$ cat src/rtl/pn_lfsr_gen_param.sv
// pn_lfsr_gen_param: Fibonacci PN generator with seed load, lock-up recovery and period measurement
module pn_lfsr_gen_param #(
   parameter int               WIDTH    = 8,
   parameter logic [WIDTH-1:0] TAP_MASK = 8'hA0,
   parameter logic [WIDTH-1:0] SEED     = '1,
   parameter int               STEPS    = 1
) (
   input  logic             clk_i,
   input  logic             reset_i,
   input  logic             en_i,
   input  logic             load_i,
   input  logic [WIDTH-1:0] seed_i,
   output logic [STEPS-1:0] pn_o,
   output logic [WIDTH-1:0] state_o,
   output logic             wrap_o,
   output logic [WIDTH-1:0] period_o,
   output logic             lockup_o,
   output logic             seed_err_o
);
   localparam logic [WIDTH:0] STEPS_X = (WIDTH+1)'(STEPS);
   logic [WIDTH-1:0] state_q, state_d, seed_q, seed_d, cnt_q, cnt_d, period_q, period_d;
   logic             wrap_q, wrap_d, lockup_q, lockup_d, seed_err_q, seed_err_d;
   logic [WIDTH-1:0] t, load_val;
   logic [STEPS-1:0] pn;
   logic             hit;
   logic [WIDTH:0]   j, sum_hit, sum_run, rem;
   // j is the first shift within this clock that lands back on the active seed
   always_comb begin
      t   = state_q;
      hit = 1'b0;
      j   = '0;
      pn  = '0;
      for (int k = 0; k < STEPS; k++) begin
         pn[k] = t[WIDTH-1];
         t     = {t[WIDTH-2:0], ^(t & TAP_MASK)};
         if (!hit && t == seed_q) begin
            hit = 1'b1;
            j   = (WIDTH+1)'(k + 1);
         end
      end
   end
   assign sum_hit  = {1'b0, cnt_q} + j;
   assign sum_run  = {1'b0, cnt_q} + STEPS_X;
   assign rem      = STEPS_X - j;
   assign load_val = (seed_i != '0) ? seed_i : SEED;
   always_comb begin
      state_d    = state_q;
      seed_d     = seed_q;
      cnt_d      = cnt_q;
      period_d   = period_q;
      seed_err_d = seed_err_q;
      wrap_d     = 1'b0;
      lockup_d   = 1'b0;
      if (load_i) begin
         state_d    = load_val;
         seed_d     = load_val;
         seed_err_d = (seed_i == '0);
         cnt_d      = '0;
      end else if (en_i && state_q == '0) begin
         state_d  = SEED;
         seed_d   = SEED;
         cnt_d    = '0;
         lockup_d = 1'b1;
      end else if (en_i) begin
         state_d  = t;
         wrap_d   = hit;
         period_d = hit ? (sum_hit[WIDTH] ? '1 : sum_hit[WIDTH-1:0]) : period_q;
         cnt_d    = hit ? rem[WIDTH-1:0] : (sum_run[WIDTH] ? '1 : sum_run[WIDTH-1:0]);
      end
   end
   always_ff @(posedge clk_i or posedge reset_i) begin
      if (reset_i) begin
         state_q    <= SEED;
         seed_q     <= SEED;
         cnt_q      <= '0;
         period_q   <= '0;
         wrap_q     <= 1'b0;
         lockup_q   <= 1'b0;
         seed_err_q <= 1'b0;
      end else begin
         state_q    <= state_d;
         seed_q     <= seed_d;
         cnt_q      <= cnt_d;
         period_q   <= period_d;
         wrap_q     <= wrap_d;
         lockup_q   <= lockup_d;
         seed_err_q <= seed_err_d;
      end
   end
   assign pn_o       = pn;
   assign state_o    = state_q;
   assign wrap_o     = wrap_q;
   assign period_o   = period_q;
   assign lockup_o   = lockup_q;
   assign seed_err_o = seed_err_q;
endmodule

$ cat config.mk
export PLATFORM = sky130hd
export DESIGN_NAME = pn_lfsr_gen_param
export DESIGN_NICKNAME = d
export VERILOG_FILES = /design/src/rtl/pn_lfsr_gen_param.sv
export SDC_FILE = /design/constraint.sdc
export NUM_CORES = 1
export LEC_CHECK = 0
export BUFFER_PORTS_ARGS = -buffer_cell sky130_fd_sc_hd__buf_4
export CORE_MARGIN = 2
export CORE_UTILIZATION = 56
export DETAILED_ROUTE_END_ITERATION = 8
export PLACE_DENSITY = 0.77
export SYNTH_ARGS = -nofsm -noshare
export SYNTH_HDL_FRONTEND = slang
export SYNTH_SLANG_ARGS = --single-unit
$ cat constraint.sdc
create_clock -name clk_i -period 2.9 [get_ports clk_i]
set_clock_uncertainty 0.2 [all_clocks]
set_input_delay 0.29 -clock clk_i [delete_from_list [all_inputs] [get_ports clk_i]]
set_output_delay 0.29 -clock clk_i [all_outputs]
set_load 0.005 [all_outputs]
---- Yosys cells after proc, flatten, opt, wreduce, memory -nomap -nowiden ----
Cells that the tools add are included.
word-level totals
  bits in writable memories ............... 0
  memories kept ........................... 0
  bits in registers ....................... 35
  bits of input ports ..................... 12
  word-level logic and storage cells ...... 40
  memory bits (read-only) ................. 0
  bits in latches ......................... 0
operators by class
  reduce and logical (&&, ||, !) cells .... 8
  multipliers ............................. 0
  shifts and indexed selects .............. 0
  eq/ne operators ......................... 1
  bitwise operators ....................... 2
  div/mod/pow operators ................... 0
  $add $sub $neg .......................... 3
  mux-type cells .......................... 19
  magnitude comparators ................... 0
operators by type and width
  cell                   number
  $mux W8                12
  $logic_not A8 Y1       2
  $add A8 B1 Y9          1
  $add A8 B1 Y9 const B  1
  $eq A8 B8 Y1           1
  $reduce_bool A8 Y1     1
  $reduce_xor A8 Y1      1
  $mux W1                7
  $reduce_and A4 Y1      1
  $reduce_bool A3 Y1     1
  $not A1 Y1             2
  $reduce_bool A2 Y1     1
  $sub A1 B1 Y2 const A  1
  $logic_and A1 B1 Y1    1

---- Depth between registers and ports, before layout ----
  depth after elaboration ................. 8
  depth in mapped cells ................... 12
  depth with buffers taken out ............ 10

---- Worst setup path after synthesis ----
OpenSTA, ideal clock, no wires.
  kind .................................... register to register
  from .................................... reg state_q[5] (netlist: state_o[5])
  to ...................................... reg period_q[4] (netlist: period_o[4])
  stages on the path, launching flop included .. 13
  slack ................................... 0.250 ns
  required time ........................... 2.575 ns
  path buffers ............................ 3
  clock period less this slack ............ 2.650 ns
  arrival ................................. 2.324 ns
  cell sequence ........................... dfstp_2 buf_6 xor2_1 xnor2_1 nand3_1 clkbuf_1 inv_1 ha_1 ha_1 buf_2 a31oi_1 a31oi_1 mux2_4
on the way
  word-level cells in the longest chain between the ends .. 5
  elaborated cells between the ends (all ways) .. 10
  those cells by class .................... add/sub: 1; eq/ne: 1; mux: 3; bitwise: 1; reduce/logical: 4
RTL lines
  what                    line  source
  start, declared         21    logic [WIDTH-1:0] state_q, state_d, seed_q, seed_d, cnt_q, cnt_d, period_q, period_d;
  start signal, assigned  81    state_q <= state_d;
  $reduce_xor A8 Y1       35    t = {t[WIDTH-2:0], ^(t & TAP_MASK)};
  $eq A8 B8 Y1            36    if (!hit && t == seed_q) begin
  $mux W1                 36
  $add A8 B1 Y9           42    assign sum_hit = {1'b0, cnt_q} + j;
  $mux W8                 67    period_d = hit ? (sum_hit[WIDTH] ? '1 : sum_hit[WIDTH-1:0]) : period_q;
  end signal, assigned    84    period_q <= period_d;
  end, declared           21
Parallel ways exist; a longest one is shown, timed or not.
A chain may end at the register's enable or synchronous reset.

---- Worst setup path after layout ----
  from .................................... reg state_q[3] (netlist: state_o[3])
  to ...................................... reg period_q[5] (netlist: period_o[5])
on the way
  word-level cells in the longest chain between the ends .. 4
  elaborated cells between the ends (all ways) .. 9
  those cells by class .................... add/sub: 1; eq/ne: 1; mux: 3; bitwise: 1; reduce/logical: 3
RTL lines
  what                                                     line
  $eq A8 B8 Y1 / $logic_not A8 Y1 (equally long branches)  36, 59
  $mux W1 / $logic_and A1 B1 Y1 (equally long branches)    36, 59
  $add A8 B1 Y9 / $not A1 Y1 (equally long branches)       --
  $mux W8 / $reduce_and A4 Y1 (equally long branches)      --
Parallel ways exist; a longest one is shown, timed or not.

==> run metrics <==
crit path max fanout=5; DPL Wire Length=3360 um; cell internal pwr=0.812 mW; share of layout cells above drive strength 1=30.6%; RD Place Congestion=0.858; # hold bufs at CTS=4; Final setup viols=0; count of cell types in the netlist=42; Via density=6.00; Hold EP=seed_q[2]; switching power=0.284 mW; final hold vios=0; # port buffers=31; final WL=4580 um; Placed Cells=269; FF+latch count, synth=35; total leakage power=1.07 nW; # Max-Cap Violations=0; Sum Neg Setup Slack=0 ns; critical-path cell list=xor2_1 > nor4_1 > nand3_1 > inv_1 > ha_1 > nand3_1 > nor2_1 > xnor2_1 > nand2_1 > mux2_4; cts repair resizes=0; mapped cell area=1950 um2; CP Class=reg2reg; Seq pwr share=51.7%; Mapped Avg Cell Area=9.58 um2; Die Y-Extent=62.9 um; die span in x=62.9 um; most frequent CP cell=nand3_1; CTS root buf=clkbuf_4; Post-synth ARST share=100%; top cell type's share of synthesized area=24.4%; Seq/Total Area, Yosys=46.0%; DRC errors left=0; synth top area cells=dfrtp_1 24%, dfstp_2 22%, a31oi_1 4.5%, o21ai_0 4.1%, nand2_1 4.1%; Ports=32; Final Max Tran Viols=0; Post-synth EDFFs=0; first-pass GRT wire length=7840 um; status=completed; cell taking the most area after synthesis=dfrtp_1; Crit path largest cell delay=0.61 ns; fin cells=281; CTS H-tree lvls=2; Critical Path Source Type=flip-flop; clock power share=34.3%; most common cell in the netlist=nand2_1; Core Region=3340 um2; nets@finish=249; crit end category=flip-flop; largest net degree at the start of global routing=22; clock tree buffer depth=2; Fmax achieved=0.382 GHz; Tcrit/Tclk final=90.2%; min-delay src=seed_i[2]; Peak VDD IR=0.000241 V; worst hold path stage count=3; Total Routing Usage GR=25.2%; Clk Latency, worst-skew pair=0.35 ns; Initial Util=58.3%; vias in the first global route=1699; R2R setup slack=0.28 ns; postcts setup bufs=0; Commonest cells post-synth=21 x nand2_1, 19 x dfrtp_1, 16 x dfstp_2, 16 x o21ai_0, 14 x a31oi_1; fillers=287; crit path DAT=2.66 ns; post-DR wirelength/cell=16.3 um; initial antenna violation count=0; Rows=21; CTS sink count=35; post-layout minimum cycle time=2.62 ns; worst reg-to-reg path cell count=10; sw frac=25.9%; worst path bufs/invs=1; Cell Pwr Density=475 nW/um2; TritonCTS clock tree=done; Yosys warnings=0; unrepaired setup endpoints after global routing=no; CP top delay family=simple AND/OR/NAND/NOR gates; initial DRC count=207; Data required, critical path=2.94 ns; HP Class=in2reg; total gr overflow=0; vias=1685; full die area=3960 um2; Worst path slowest cell=dfstp_2; Slew HR=57.8%; Mapped Nets=218; Reg clk slew, reported paths=0.11 ns; # diodes=0; synthesized instance count=203; Detail Route Antenna Nets=0; TritonCTS buffer count=5; Comb pwr share=14.0%; ys flop type=dfrtp_1; worst r2r dst=period_o[5]; reg-to-reg critical path startpoint=state_o[3]; transition time of the tightest slew-check pin=0.630 ns; Syn-to-layout area delta=18.5%; Final Core Density=69.1%; 1st-pass router iterations=4
-- flip-flops by register name, indices dropped and copies added, names as in the netlist --
register,count
state_o,8
period_o,8
seed_q,8
lockup_o,1
wrap_o,1
cnt_q,8
seed_err_o,1
-- worst min-delay path, delay by kind of cell --
kind	cells	cell delay [ns]
and+or+nand+nor	2	0.15
buffers and inverters	1	0.08
-- layout make-up --
cell class / instances / area [um2] / share of cell area [%]
Sequential cell: 35 / 896 / 38.8
Clock inverter: 2 / 35.0 / 1.52
Inverter: 7 / 26.3 / 1.14
Multi-Input combinational cell: 148 / 952 / 41.3
Clock buffer: 6 / 51.3 / 2.22
Timing Repair Buffer: 37 / 288 / 12.5
Tap cell: 46 / 57.6 / 2.50
-- stage by stage --
step	cell area [um2]	hold WS, ns	total power, mW	setup slack, ns
after floorplan	1950	0.211	0.661	0.250
after global placement	2180	0.164	0.716	0.327
after detailed placement	2180	0.188	0.723	0.357
after CTS	2310	0.0134	1.10	0.331
after global routing	2310	0.0384	1.14	0.136
final	2310	0.0164	1.10	0.284
-- worst max path at each step --
stage / startpoint / endpoint / slack [ns] / cells after the start
finish: state_o[3] / period_o[5] / 0.28 / 10
detailed placement: state_o[3] / period_o[5] / 0.36 / 10
CTS: state_o[3] / period_o[5] / 0.33 / 10
global placement: state_o[3] / period_o[5] / 0.33 / 10
global route: state_o[3] / period_o[5] / 0.14 / 10
floorplan: state_o[5] / period_o[4] / 0.25 / 12
-- placed cells by master, fill, tap and decap left out, types with 2 or more instances in the layout --
cell type      synthesis  layout
nor4_1                 3       3
o21ai_0               16      16
o22ai_1                3       3
and3_1                 5       5
a21oi_1                4       4
a21o_1                 2       2
dfrtp_1               19      19
buf_4                  1      33
dlygate4sd3_1          0       4
clkbuf_4               0       5
nand2b_1               4       4
xnor2_1                2       2
a31o_2                 2       2
nand3_1               13      13
mux2_4                 5       5
xor2_1                 9       9
nor3_1                 6       6
nor2_1                11      11
dfstp_2               16      16
or4_4                  2       2
o221ai_1               3       3
a31oi_1               14      14
nand2_1               21      21
ha_1                   3       3
or2_2                  3       3
inv_1                  7       7
a22o_1                 3       3
-- power groups by stage --
| stage | registers [mW] | logic (mW) | clock network [mW] |
|---|---|---|---|
| final | 0.567 | 0.154 | 0.375 |
| after global routing | 0.571 | 0.171 | 0.401 |
| after CTS | 0.565 | 0.155 | 0.380 |
| after detailed placement | 0.574 | 0.150 | 0 |
| after global placement | 0.572 | 0.144 | 0 |
| after floorplan | 0.564 | 0.0979 | 0 |
-- kinds of logic (layout without fill, tap and decap cells) --
| group | Yosys count | count (layout) | share of synthesized area, % |
|---|---|---|---|
| muxes | 6 | 6 | 4.37 |
| AOI/OAI and AO/OA | 53 | 53 | 18.0 |
| xor gates and xnor gates | 11 | 11 | 4.95 |
| and+or+nand+nor | 75 | 75 | 19.7 |
| adders and majority gates | 3 | 3 | 1.93 |
| DFF | 35 | 35 | 46.0 |
| buffers and inverters | 20 | 52 | 5.02 |
-- routing by layer --
layer | routed length (um) | track usage [%]
met2 | 2370 | 43.6
met4 | 94 | 11.1
met5 | 0 | 0
met3 | 306 | 4.50
met1 | 1810 | 30.4
(Power assumes the default switching activity.)
